--- src/rtl/dmem_ctrl_pkg.sv ---
// Shared types and constants for the data-memory arbiter and its init sequencer.
package dmem_ctrl_pkg;

  typedef enum logic {
    ST_INIT = 1'b0,
    ST_RUN  = 1'b1
  } state_t;

  localparam logic OWN_CPU = 1'b0;
  localparam logic OWN_DMA = 1'b1;

  localparam int RAM_SIZE_DEF = 2048;

  // Observation bundle: FSM state, current memory owner, starvation counter.
  typedef struct packed {
    state_t     state;
    logic       owner;
    logic [7:0] wait_cnt;
  } dbg_t;

endpackage

--- src/rtl/dmem_arbiter_if.sv ---
// CPU, DMA and memory-side signals of the data-memory arbiter.
// DMA handshake: dma_req (with dma_we/addr/wdata) is held stable until dma_gnt; the access happens in the cycle both are high.
interface dmem_arbiter_if;
  logic        cpu_mem_read;
  logic        cpu_mem_write;
  logic [31:0] cpu_addr;
  logic [31:0] cpu_wdata;
  logic [31:0] cpu_rdata;
  logic        cpu_stall;

  logic        dma_req;
  logic        dma_we;
  logic [31:0] dma_addr;
  logic [31:0] dma_wdata;
  logic        dma_gnt;
  logic [31:0] dma_rdata;
  logic        dma_rvalid;

  logic        mem_read;
  logic        mem_write;
  logic [31:0] mem_addr;
  logic [31:0] mem_wdata;
  logic [31:0] mem_rdata;

  logic        init_done;

  modport slave (
    input  cpu_mem_read, cpu_mem_write, cpu_addr, cpu_wdata,
    output cpu_rdata, cpu_stall,
    input  dma_req, dma_we, dma_addr, dma_wdata,
    output dma_gnt, dma_rdata, dma_rvalid,
    output mem_read, mem_write, mem_addr, mem_wdata,
    input  mem_rdata,
    output init_done
  );

  modport master (
    output cpu_mem_read, cpu_mem_write, cpu_addr, cpu_wdata,
    input  cpu_rdata, cpu_stall,
    output dma_req, dma_we, dma_addr, dma_wdata,
    input  dma_gnt, dma_rdata, dma_rvalid,
    input  mem_read, mem_write, mem_addr, mem_wdata,
    output mem_rdata,
    input  init_done
  );
endinterface

--- src/rtl/dmem_init_seq.sv ---
// Post-reset scratch-clear sequencer: walks INIT_WORDS word indices from INIT_BASE, one per cycle.
module dmem_init_seq
  import dmem_ctrl_pkg::*;
#(
  parameter int RAM_SIZE   = RAM_SIZE_DEF,
  parameter int INIT_BASE  = 1024,
  parameter int INIT_WORDS = 16
) (
  input  logic        clk,
  input  logic        reset,
  output logic        active_o,
  output logic        last_o,
  output logic        done_o,
  output logic [31:0] addr_o
);
  localparam int IW = (INIT_WORDS > 1) ? $clog2(INIT_WORDS) : 1;
  localparam int AW = $clog2(RAM_SIZE);
  localparam logic [IW-1:0] LAST_IDX = IW'(INIT_WORDS - 1);

  logic [IW-1:0] idx_q, idx_d;
  logic          done_q, done_d;
  logic [AW-1:0] word;

  always_comb begin
    active_o = !done_q;
    last_o   = active_o && (idx_q == LAST_IDX);
    idx_d    = idx_q;
    done_d   = done_q;
    if (active_o) begin
      idx_d  = last_o ? '0 : idx_q + 1'b1;
      done_d = last_o;
    end
    word   = AW'(INIT_BASE) + AW'(idx_q);
    addr_o = {{(30 - AW){1'b0}}, word, 2'b00};
  end

  always_ff @(posedge clk or negedge reset) begin
    if (!reset) begin
      idx_q  <= '0;
      done_q <= (INIT_WORDS == 0);
    end else begin
      idx_q  <= idx_d;
      done_q <= done_d;
    end
  end

  assign done_o = done_q;

endmodule

--- src/rtl/dmem_arbiter.sv ---
// Shares the single-port data memory between the MEM stage and a DMA port:
// clears a scratch region after reset, then grants per cycle with CPU priority and a bounded DMA wait.
module dmem_arbiter
  import dmem_ctrl_pkg::*;
#(
  parameter int RAM_SIZE   = RAM_SIZE_DEF,
  parameter int INIT_BASE  = 1024,
  parameter int INIT_WORDS = 16,
  parameter int MAX_WAIT   = 4
) (
  input  logic           clk,
  input  logic           reset,
  dmem_arbiter_if.slave  bus,
  output dbg_t           dbg_o
);
  localparam int WW = (MAX_WAIT > 0) ? $clog2(MAX_WAIT + 1) : 1;
  localparam logic [WW-1:0] WAIT_MAX    = WW'(MAX_WAIT);
  localparam state_t        RESET_STATE = (INIT_WORDS == 0) ? ST_RUN : ST_INIT;

  state_t        state_q, state_d;
  logic [WW-1:0] wait_q, wait_d;
  logic          rvalid_q;
  logic [31:0]   rdata_q;

  logic          cpu_act, force_gnt, gnt, owner;
  logic          init_active, init_last, init_done_w;
  logic [31:0]   init_addr;

  dmem_init_seq #(
    .RAM_SIZE  (RAM_SIZE),
    .INIT_BASE (INIT_BASE),
    .INIT_WORDS(INIT_WORDS)
  ) u_init (
    .clk     (clk),
    .reset   (reset),
    .active_o(init_active),
    .last_o  (init_last),
    .done_o  (init_done_w),
    .addr_o  (init_addr)
  );

  always_comb begin
    state_d       = state_q;
    wait_d        = '0;
    owner         = OWN_CPU;
    gnt           = 1'b0;
    cpu_act       = bus.cpu_mem_read || bus.cpu_mem_write;
    force_gnt     = bus.dma_req && (wait_q == WAIT_MAX);
    bus.mem_read  = 1'b0;
    bus.mem_write = 1'b0;
    bus.mem_addr  = '0;
    bus.mem_wdata = '0;
    bus.cpu_stall = 1'b1;
    bus.cpu_rdata = '0;
    case (state_q)
      ST_INIT: begin
        bus.mem_write = init_active;
        bus.mem_addr  = init_addr;
        if (init_last) state_d = ST_RUN;
      end
      ST_RUN: begin
        gnt = bus.dma_req && (!cpu_act || force_gnt);
        if (gnt) begin
          owner         = OWN_DMA;
          bus.mem_read  = !bus.dma_we;
          bus.mem_write = bus.dma_we;
          bus.mem_addr  = bus.dma_addr;
          bus.mem_wdata = bus.dma_wdata;
          bus.cpu_stall = cpu_act;
        end else begin
          bus.mem_read  = bus.cpu_mem_read;
          bus.mem_write = bus.cpu_mem_write;
          bus.mem_addr  = bus.cpu_addr;
          bus.mem_wdata = bus.cpu_wdata;
          bus.cpu_rdata = bus.cpu_mem_read ? bus.mem_rdata : '0;
          bus.cpu_stall = 1'b0;
        end
        // A refused request ages; a forced grant never coexists with a refusal, so this saturates.
        if (bus.dma_req && !gnt) wait_d = (wait_q == WAIT_MAX) ? wait_q : wait_q + 1'b1;
      end
      default: state_d = RESET_STATE;
    endcase
    bus.dma_gnt = gnt;
  end

  always_ff @(posedge clk or negedge reset) begin
    if (!reset) begin
      state_q  <= RESET_STATE;
      wait_q   <= '0;
      rvalid_q <= 1'b0;
      rdata_q  <= '0;
    end else begin
      state_q  <= state_d;
      wait_q   <= wait_d;
      rvalid_q <= gnt && !bus.dma_we;
      if (gnt && !bus.dma_we) rdata_q <= bus.mem_rdata;
    end
  end

  assign bus.dma_rdata  = rdata_q;
  assign bus.dma_rvalid = rvalid_q;
  assign bus.init_done  = init_done_w;
  assign dbg_o          = '{state: state_q, owner: owner, wait_cnt: 8'(wait_q)};

endmodule

--- src/flat_wrapper.sv ---
// flat-port wrapper written by rule: the top's interface ports become plain ports
module dmem_arbiter_flat import dmem_ctrl_pkg::*;
#(
  parameter int RAM_SIZE   = RAM_SIZE_DEF,
  parameter int INIT_BASE  = 1024,
  parameter int INIT_WORDS = 16,
  parameter int MAX_WAIT   = 4
)
  (clk, reset, dbg_o, bus_cpu_mem_read, bus_cpu_mem_write, bus_cpu_addr, bus_cpu_wdata, bus_cpu_rdata, bus_cpu_stall, bus_dma_req, bus_dma_we, bus_dma_addr, bus_dma_wdata, bus_dma_gnt, bus_dma_rdata, bus_dma_rvalid, bus_mem_read, bus_mem_write, bus_mem_addr, bus_mem_wdata, bus_mem_rdata, bus_init_done);
  dmem_arbiter_if bus_i ();
  input  logic clk;
  input  logic reset;
  output dbg_t dbg_o;
  input wire logic [$bits(bus_i.cpu_mem_read)-1:0] bus_cpu_mem_read;
  input wire logic [$bits(bus_i.cpu_mem_write)-1:0] bus_cpu_mem_write;
  input wire logic [$bits(bus_i.cpu_addr)-1:0] bus_cpu_addr;
  input wire logic [$bits(bus_i.cpu_wdata)-1:0] bus_cpu_wdata;
  output wire logic [$bits(bus_i.cpu_rdata)-1:0] bus_cpu_rdata;
  output wire logic [$bits(bus_i.cpu_stall)-1:0] bus_cpu_stall;
  input wire logic [$bits(bus_i.dma_req)-1:0] bus_dma_req;
  input wire logic [$bits(bus_i.dma_we)-1:0] bus_dma_we;
  input wire logic [$bits(bus_i.dma_addr)-1:0] bus_dma_addr;
  input wire logic [$bits(bus_i.dma_wdata)-1:0] bus_dma_wdata;
  output wire logic [$bits(bus_i.dma_gnt)-1:0] bus_dma_gnt;
  output wire logic [$bits(bus_i.dma_rdata)-1:0] bus_dma_rdata;
  output wire logic [$bits(bus_i.dma_rvalid)-1:0] bus_dma_rvalid;
  output wire logic [$bits(bus_i.mem_read)-1:0] bus_mem_read;
  output wire logic [$bits(bus_i.mem_write)-1:0] bus_mem_write;
  output wire logic [$bits(bus_i.mem_addr)-1:0] bus_mem_addr;
  output wire logic [$bits(bus_i.mem_wdata)-1:0] bus_mem_wdata;
  input wire logic [$bits(bus_i.mem_rdata)-1:0] bus_mem_rdata;
  output wire logic [$bits(bus_i.init_done)-1:0] bus_init_done;
  assign bus_i.cpu_mem_read = bus_cpu_mem_read;
  assign bus_i.cpu_mem_write = bus_cpu_mem_write;
  assign bus_i.cpu_addr = bus_cpu_addr;
  assign bus_i.cpu_wdata = bus_cpu_wdata;
  assign bus_cpu_rdata = bus_i.cpu_rdata;
  assign bus_cpu_stall = bus_i.cpu_stall;
  assign bus_i.dma_req = bus_dma_req;
  assign bus_i.dma_we = bus_dma_we;
  assign bus_i.dma_addr = bus_dma_addr;
  assign bus_i.dma_wdata = bus_dma_wdata;
  assign bus_dma_gnt = bus_i.dma_gnt;
  assign bus_dma_rdata = bus_i.dma_rdata;
  assign bus_dma_rvalid = bus_i.dma_rvalid;
  assign bus_mem_read = bus_i.mem_read;
  assign bus_mem_write = bus_i.mem_write;
  assign bus_mem_addr = bus_i.mem_addr;
  assign bus_mem_wdata = bus_i.mem_wdata;
  assign bus_i.mem_rdata = bus_mem_rdata;
  assign bus_init_done = bus_i.init_done;
  dmem_arbiter #(.RAM_SIZE(RAM_SIZE), .INIT_BASE(INIT_BASE), .INIT_WORDS(INIT_WORDS), .MAX_WAIT(MAX_WAIT)) u_core (.clk(clk), .reset(reset), .bus(bus_i), .dbg_o(dbg_o));
endmodule
--- config.mk ---
export PLATFORM = sky130hd
export DESIGN_NAME = dmem_arbiter_flat
export DESIGN_NICKNAME = d
export VERILOG_FILES = /design/src/rtl/dmem_ctrl_pkg.sv /design/src/rtl/dmem_arbiter_if.sv /design/src/rtl/dmem_init_seq.sv /design/src/rtl/dmem_arbiter.sv /design/src/flat_wrapper.sv
export SDC_FILE = /design/constraint.sdc
export NUM_CORES = 1
export LEC_CHECK = 0
export ABC_CLOCK_PERIOD_IN_PS = 3000
export CAP_MARGIN = 20
export CORE_AREA = 2 2 119 121
export CTS_CLUSTER_SIZE = 28
export DETAILED_ROUTE_END_ITERATION = 10
export DIE_AREA = 0 0 121 123
export PLACE_DENSITY_LB_ADDON = 0.2
export SETUP_SLACK_MARGIN = 0.2
export SLEW_MARGIN = 0
export SYNTH_ARGS = -nofsm -noshare
export SYNTH_HDL_FRONTEND = slang
export SYNTH_SLANG_ARGS = --single-unit
--- constraint.sdc ---
create_clock -name clk -period 3 [get_ports clk]
set_input_delay 0.9 -clock clk [delete_from_list [all_inputs] [get_ports clk]]
set_output_delay 0.9 -clock clk [all_outputs]
set_load 0.01 [all_outputs]
==> flow_summary.ini, run 1 <==
[run_status]
status = completed

[floorplan]
die_area_um2 = 14900
die_height_um = 123
rows = 43
die_w_um = 121
start_util_pct = 23.9
ioPinCount = 310
core-area_um2 = 13600

[detailed_routing]
ant_nets = 0
num_vias = 3915
firstDrtPassIters = 4
initialDrtViolationCount = 111
via_per_inst = 4.41
routedWlPerCell_um = 17.2
routed_wl_um = 15300
drc = 0

[sta]
max_freq_mhz = 336
hold_viol_final = 0
worst_clock_skew_ps = 4.39
slew-limit-headroom_pct = 54.5
setup_ws_ps = 20.0
tightest_slew_ps = 683
period_share_pct = 99.3
setup_viol = 0
slew_violations = 0
min_period_ps = 2980
timing.hold.ws_ps = 505
grt_setup_unrepaired = true
fin_tns_setup_ps = 0

[synth]
synth_top_area_cell = dfrtp_1
seq_area_frac_synth_pct = 32.3
yosysTopAreaCellShare_pct = 32.3
synth_cells = 377
ys_ff_latch = 42
ys_types = 29
synth_common_cells = nand2_1 (127), mux2i_1 (60), dfrtp_1 (42)
syn_area_um2 = 3250
yosys_most_used_dff = dfrtp_1
synth_area_per_cell_um2 = 8.63
synth_most_common_cell = nand2_1
async_reset_ff_share_pct = 100
synth_enable_flop_cells = 0
yosys-top-cells-area = dfrtp_1 (32%), mux2i_1 (18%), nand2_1 (15%)
ys.warnings.count = 0

[cts]
clk_latency_ps = 290
cts_sinks = 42
cts_tree = built
h-tree-depth = 2
cts_inserted_buffers = 5
clk_pin_slew_ps = 60
clock_path_buffers = 2
cts_root_buf = clkbuf_16
postCtsHoldBufs = 0

[global_route]
grt_max_degree = 79
grt.overflow.total = 0
grt_pass1_vias = 4019
grt_pass1_wl_um = 22400
grt_antenna_before_repair = 1
gr-usage-all-layers_pct = 19.4

[power_and_ir_drop]
leakage_nw = 3.34
switching_share_pct = 27.7
seq_power_share_pct = 29.6
irDropWorstVdd_v = 0.000485
power_frac_clock_pct = 24.8
power.switching_w = 0.000681
p_int_w = 0.00178
combPwrFrac_pct = 45.7
p_per_area_nw_per_um2 = 346

[setup_path]
cp_num_buf_inv = 5
cp_cell_sequence = buf_8 > o2bb2ai_4 > and2_4 > buf_6 > buf_12 > buf_16 > mux2i_1 > buf_2
cp_slowest_cell = and2_4
cp-end-kind = primary output
startpoint_type = primary input
crit_fanout = 8
critPathTopFamily = buffers and inverters
arrival_ps = 2080
path_class = primary input to primary output
worst_ep_required_time_ps = 2100
max_stage_delay_ps = 210

[layout]
syn_to_final_growth_pct = 118
drive_above_1_share_pct = 35.1
finalNetCount = 875
diodes = 0
n_fill_cell = 1271

[place]
dp_hpwl_um = 10900
portBuffers = 304
gp_congestion = 0.781
place_ws_ps = -881

[worst_hold_path]
hp-class = register to register

[flow_run]
maxCapViolCount = 0
-- area by class of cell --
type | count | area, um2 | area share [%]
sequential | 42 | 1050 | 14.8
multi-input combinational | 298 | 2160 | 30.4
inverter | 5 | 18.8 | 0.264
timing repair buffer | 354 | 3480 | 49.0
clock buffer | 6 | 129 | 1.81
tap | 180 | 225 | 3.17
clock inverter | 2 | 37.5 | 0.528
-- stage by stage --
stage                     cells  utilization (%)  total power (W)  instance area, um2
after global placement      851             47.8          0.00177                6510
final                       887             52.2          0.00246                7110
after floorplan             381                -          0.00109                3280
after global routing        887             52.2          0.00260                7110
after detailed placement    851             47.8          0.00179                6510
after CTS                   876             50.2          0.00242                6840
-- final timing paths --
kind	slack [ps]	depth (start not counted)	to	from
max	20	8	bus_mem_addr[6]	bus_cpu_mem_write
min	500	1	u_core.bus.dma_rdata[18]$_DFFE_PN0P_	u_core.bus.dma_rdata[18]$_DFFE_PN0P_
max reg2reg	820	10	u_core.bus.dma_rdata[17]$_DFFE_PN0P_	u_core.wait_q[1]$_DFFE_PN0P_
min reg2reg	500	1	u_core.bus.dma_rdata[18]$_DFFE_PN0P_	u_core.bus.dma_rdata[18]$_DFFE_PN0P_
max in group asynchronous	1700	2	u_core.bus.dma_rdata[15]$_DFFE_PN0P_	reset
min in group asynchronous	650	1	u_core.bus.dma_rdata[4]$_DFFE_PN0P_	reset
-- registers in the layout, indices dropped and copies added (netlist names) --
name and cells:
u_core.u_init.done_o 1, u_core.bus.dma_rdata 32, u_core.bus.dma_rvalid 1, u_core.u_init.idx_q 4
u_core.wait_q 3, u_core.state_q 1
-- per-layer routing --
metal	routed length [um]	track usage, %	vias to the layer above
met5	0	0	-
met4	169	4.07	0
met3	1690	7.10	11
met2	8190	37.5	184
met1	5240	20.0	1826
li1	-	-	1894
-- power groups by stage --
stage | clock network, W | registers (W) | logic (W)
2_1_floorplan | 0 | 0.000784 | 0.000307
3_3_place_gp | 0 | 0.000730 | 0.00104
3_5_place_dp | 0 | 0.000735 | 0.00105
4_1_cts | 0.000628 | 0.000728 | 0.00106
5_1_grt | 0.000657 | 0.000743 | 0.00120
6_report | 0.000610 | 0.000728 | 0.00113
-- cells by family (layout without fill, tap and decap cells) --
kind of cell,after synthesis,count (layout),share of synthesized area [%]
other,1,5,0.115
multiplexers,93,93,29.9
flip-flops,42,42,32.3
adder cells (fa/ha/maj),3,3,1.15
buffers and inverters,41,367,7.77
AO/OA/AOI/OAI,22,22,5.00
AND/OR/NAND/NOR,173,173,23.3
XOR/XNOR,2,2,0.538
-- layout by cell type (no fill, tap or decap), types with 3 or more instances in the layout --
cell type	Yosys	final
buf_4	8	23
o21ai_0	7	3
mux2i_1	60	55
mux2_2	33	33
nor2_1	5	4
buf_6	9	45
clkbuf_16	0	6
clkdlybuf4s50_1	0	198
buf_12	0	9
conb_1	1	5
dfrtp_1	42	41
o22a_1	4	4
and2_4	0	33
inv_1	5	3
nand3_1	4	3
mux2i_2	0	3
buf_16	0	9
buf_2	1	64
nand2_1	127	127
-- timing repair --
action / CTS / global route
setup buffers: 9 / 10
hold endpoints to repair: 0 / 0
endpoints found under the setup margin: 101 / 95
pin swaps: 5 / 33
gates resized for setup: 382 / 165
gates cloned: 8 / 1
No activity file was read; power rests on OpenSTA's default activity.
==> run 2: changes to the inputs <==
--- a/config.mk
+++ b/config.mk
@@ -13,6 +13,7 @@
 export DIE_AREA = 0 0 121 123
 export PLACE_DENSITY_LB_ADDON = 0.2
 export SETUP_SLACK_MARGIN = 0.2
+export SKIP_LAST_GASP = 1
 export SLEW_MARGIN = 0
 export SYNTH_ARGS = -nofsm -noshare
 export SYNTH_HDL_FRONTEND = slang
==> flow_summary.ini, run 2 (synthesis gave the netlist of run 1 again) <==
[run_status]
status = completed

[layout]
design_area_um2 = 7020
largest_reg_flops = 32
layout_commonest_cell = clkdlybuf4s50_1
drive_above_1_share_pct = 33.5
finalNetCount = 875
diodes = 0
n_fill_cell = 1285
syn_to_final_growth_pct = 116
mostFrequentLayoutCells = clkdlybuf4s50_1 (198), nand2_1 (127), buf_2 (64)

[cts]
cts_inserted_buffers = 5
h-tree-depth = 2
cts_sinks = 42
cts_root_buf = clkbuf_16
clk_pin_slew_ps = 60
cts_tree = built
clock_path_buffers = 2
clk_latency_ps = 290

[detailed_routing]
top_layer_used = met4
num_vias = 3914
routed_wl_um = 15100
wl_met3_um = 1690
via_per_inst = 4.41
dr_wl_met2_um = 8070
drt-met1-wl_um = 5190
ant_nets = 0
routedWlPerCell_um = 17.0
initialDrtViolationCount = 119
firstDrtPassIters = 4
drc = 0

[floorplan]
start_util_pct = 23.9
ioPinCount = 310
die_w_um = 121
core-area_um2 = 13600
die_area_um2 = 14900
rows = 43
die_height_um = 123

[setup_path]
startpoint_type = primary input
path_class = primary input to primary output
cp_cell_sequence = buf_8 > o2bb2ai_4 > and2_4 > buf_6 > buf_12 > buf_16 > mux2i_1 > buf_2
crit_fanout = 8
cp-end-kind = primary output
worst_ep_required_time_ps = 2100
arrival_ps = 2080
cp_slowest_cell = and2_4
max_stage_delay_ps = 210

[sta]
timing.hold.ws_ps = 505
max_freq_mhz = 336
worst_clock_skew_ps = 4.34
period_share_pct = 99.2
fin_tns_setup_ps = 0
min_period_ps = 2980
setup_viol = 0
grt_setup_unrepaired = true
slew_violations = 0
hold_viol_final = 0
slew-limit-headroom_pct = 54.6
tightest_slew_ps = 681
setup_ws_ps = 23.1

[global_route]
grt.overflow.total = 0
grt_antenna_before_repair = 1
grt_pass1_vias = 4019
grt_max_degree = 79
gr-usage-all-layers_pct = 19.4
grt_pass1_wl_um = 22400

[flow_run]
maxCapViolCount = 0

[power_and_ir_drop]
irDropWorstVdd_v = 0.000485
leakage_nw = 3.31
p_total_w = 0.00244
p_per_area_nw_per_um2 = 348

[place]
place_ws_ps = -881
dp_hpwl_um = 10900
portBuffers = 304
gp_congestion = 0.781
placed_area_um2 = 6510

[worst_hold_path]
hp-class = register to register
[run 2: cell count changes in the layout (fill, tap and decap cells not counted), sizes merged]
cell,previous run,this run
buf,152,141
clkbuf,9,18
clkdlybuf4s15,0,1
dlygate4sd2,1,2
[run 2: worst paths after layout]
path / startpoint / end / slack [ps] / depth (start not counted)
max: bus_cpu_mem_write / bus_mem_addr[6] / 20 / 8
min: u_core.bus.dma_rdata[18]$_DFFE_PN0P_ / u_core.bus.dma_rdata[18]$_DFFE_PN0P_ / 500 / 1
max reg2reg: u_core.wait_q[1]$_DFFE_PN0P_ / u_core.bus.dma_rdata[14]$_DFFE_PN0P_ / 830 / 10
min reg2reg: u_core.bus.dma_rdata[18]$_DFFE_PN0P_ / u_core.bus.dma_rdata[18]$_DFFE_PN0P_ / 500 / 1
max in group asynchronous: reset / u_core.bus.dma_rdata[15]$_DFFE_PN0P_ / 1700 / 2
min in group asynchronous: reset / u_core.bus.dma_rdata[4]$_DFFE_PN0P_ / 650 / 1
[run 2: area by class of cell]
class | instances | area (um2) | share of cell area [%]
sequential | 42 | 1050 | 15.0
multi-input combinational | 298 | 2140 | 30.4
tap | 180 | 225 | 3.21
clock buffer | 6 | 129 | 1.84
timing repair buffer | 354 | 3420 | 48.7
clock inverter | 2 | 37.5 | 0.535
inverter | 5 | 18.8 | 0.267
[run 2: report_power, final]
group          switching [W]  internal, W  leakage, nW
Clock               0.000218     0.000393       0.0771
Combinational       0.000404     0.000702         2.72
Sequential         0.0000556     0.000672        0.511
Total               0.000677      0.00177         3.31
[run 2: routing by layer]
layer	up-vias	global-route usage [%]
li1	1893	-
met1	1824	20.0
met2	186	37.5
met3	11	7.10
met4	0	4.07
met5	-	0
[run 2: repair_timing]
item	4_1_cts	5_1_grt
hold buffers	0	0
pin swaps	5	22
endpoints found under the setup margin	101	95
resized for setup	382	127
setup buffers	9	10
gates cloned	8	1
endpoints found under the hold margin	0	0
[run 2: stage by stage]
step                utilization (%)  std cells
CTS                            50.2        876
finish                         51.6        887
global route                   51.6        887
floorplan                         -        381
global placement               47.8        851
detailed placement             47.8        851
[run 2: worst max-delay path, delay by kind of cell]
kind / cells / cell delay [ps]
AO/OA/AOI/OAI: 1 / 130
AND/OR/NAND/NOR: 1 / 210
multiplexers: 1 / 190
buffers and inverters: 5 / 630
==> run 3: changes to the inputs <==
--- a/config.mk
+++ b/config.mk
@@ -7,10 +7,10 @@
 export LEC_CHECK = 0
 export ABC_CLOCK_PERIOD_IN_PS = 3000
 export CAP_MARGIN = 20
-export CORE_AREA = 2 2 119 121
+export CORE_AREA = 5 5 118 120
 export CTS_CLUSTER_SIZE = 28
 export DETAILED_ROUTE_END_ITERATION = 10
-export DIE_AREA = 0 0 121 123
+export DIE_AREA = 0 0 123 125
 export PLACE_DENSITY_LB_ADDON = 0.2
 export SETUP_SLACK_MARGIN = 0.2
 export SKIP_LAST_GASP = 1
==> flow_summary.ini, run 3 (synthesis gave the netlist of run 1 again) <==
[floorplan]
die_height_um = 125
die_area_um2 = 15400
start_util_pct = 25.3
core-area_um2 = 12900
ioPinCount = 310
rows = 42
die_w_um = 123

[setup_path]
cp_cell_sequence = buf_8 > o2bb2ai_4 > and2_4 > buf_6 > buf_12 > buf_16 > mux2i_4 > buf_6
arrival_ps = 2070
cp-end-kind = primary output
crit_top_cell = buf_6
r2r_setup_slack_ps = 1110
max_stage_delay_ps = 250
startpoint_type = primary input
cp_slowest_cell = mux2i_4
crit_fanout = 7
worst_ep_required_time_ps = 2100
path_class = primary input to primary output

[layout]
fin_cells = 883
finalNetCount = 875
design_area_um2 = 6800
diodes = 0
layout_commonest_cell = clkdlybuf4s50_1
n_fill_cell = 1186
seqCellArea_um2 = 1050
syn_to_final_growth_pct = 109
drive_above_1_share_pct = 30.3
multi_input_area_um2 = 2120
largest_reg_flops = 32
mostFrequentLayoutCells = clkdlybuf4s50_1 (198), nand2_1 (127), buf_2 (68)

[cts]
clk_pin_slew_ps = 60
cts_root_buf = clkbuf_16
cts_inserted_buffers = 5
postCtsHoldBufs = 0
clock_path_buffers = 2
cts_sinks = 42
h-tree-depth = 2
clk_latency_ps = 290
cts_tree = built

[global_route]
grt_antenna_before_repair = 0
grt_pass1_wl_um = 22500
grt.overflow.total = 0
grt_pass1_vias = 4086
gr-usage-all-layers_pct = 18.5
grt_max_degree = 63

[power_and_ir_drop]
seq_power_share_pct = 31.0
power_frac_clock_pct = 23.4
combPwrFrac_pct = 45.6
p_per_area_nw_per_um2 = 345
p_total_w = 0.00234
p_int_w = 0.00165
switching_share_pct = 29.7
power.switching_w = 0.000695
leakage_nw = 3.20
irDropWorstVdd_v = 0.000426

[sta]
min_period_ps = 2970
tightest_slew_ps = 529
worst_clock_skew_ps = 6.16
slew_violations = 0
grt_setup_unrepaired = true
period_share_pct = 99.0
fin_tns_setup_ps = 0
setup_viol = 0
hold_viol_final = 0
max_freq_mhz = 337
slew-limit-headroom_pct = 64.7
timing.hold.ws_ps = 506

[flow_run]
maxCapViolCount = 0

[place]
portBuffers = 304
gp_congestion = 0.821
placed_cells = 848
dp_hpwl_um = 12000
placed_area_um2 = 6510

[run_status]
status = completed

[detailed_routing]
routedWlPerCell_um = 17.6
initialDrtViolationCount = 127
firstDrtPassIters = 4
via_per_inst = 4.49
routed_wl_um = 15500
num_vias = 3961
ant_nets = 0
drc = 0

[worst_hold_path]
hp-class = register to register
==> run 3: what timing repair did <==
item,4_1_cts,5_1_grt
pin swaps,4,10
buffers inserted,11,9
gates resized for setup,408,55
setup endpoints to repair,101,98
hold endpoints to repair,0,0
gates cloned,5,2
==> run 3: cell type report <==
| type | count | share of cell area [%] |
|---|---|---|
| multi-input combinational | 298 | 31.2 |
| sequential | 42 | 15.5 |
| timing repair buffer | 354 | 47.6 |
| clock inverter | 3 | 0.368 |
| clock buffer | 5 | 1.84 |
| tap | 176 | 3.24 |
| inverter | 5 | 0.276 |
==> run 3: path summary, 6_finish.rpt <==
check,cells past startpoint,to,start
max in group asynchronous,2,u_core.bus.dma_rdata[11]$_DFFE_PN0P_,reset
min reg2reg,1,u_core.bus.dma_rdata[24]$_DFFE_PN0P_,u_core.bus.dma_rdata[24]$_DFFE_PN0P_
min in group asynchronous,1,u_core.bus.dma_rdata[31]$_DFFE_PN0P_,reset
max,8,bus_mem_wdata[31],bus_cpu_mem_write
max reg2reg,7,u_core.bus.dma_rdata[15]$_DFFE_PN0P_,u_core.wait_q[1]$_DFFE_PN0P_
min,1,u_core.bus.dma_rdata[24]$_DFFE_PN0P_,u_core.bus.dma_rdata[24]$_DFFE_PN0P_
==> run 3: per-layer routing <==
layer / routed length, um / up-vias / track usage [%]
li1: - / 1895 / -
met1: 5360 / 1836 / 18.3
met2: 7860 / 199 / 34.4
met3: 1800 / 31 / 7.63
met4: 511 / 0 / 6.38
met5: 0 / - / 0
==> run 3: critical path: cells and delay by family <==
family | cells | cell delay [ps]
buf+inv | 5 | 590
simple gates | 1 | 200
mux | 1 | 250
compound gates | 1 | 130
==> run 3: power groups by stage <==
stage / logic (W) / clock network (W) / registers, W
global route: 0.00114 / 0.000586 / 0.000740
global placement: 0.00106 / 0 / 0.000730
detailed placement: 0.00106 / 0 / 0.000735
finish: 0.00107 / 0.000549 / 0.000726
floorplan: 0.000307 / 0 / 0.000784
CTS: 0.00106 / 0.000564 / 0.000727
==> run 3: per-stage QoR <==
step	utilization (%)	setup WS, ps
2_1_floorplan	-	261
3_3_place_gp	50.6	-803
3_5_place_dp	50.6	-824
4_1_cts	52.1	3.89
5_1_grt	52.8	-18.5
6_report	52.8	28.8
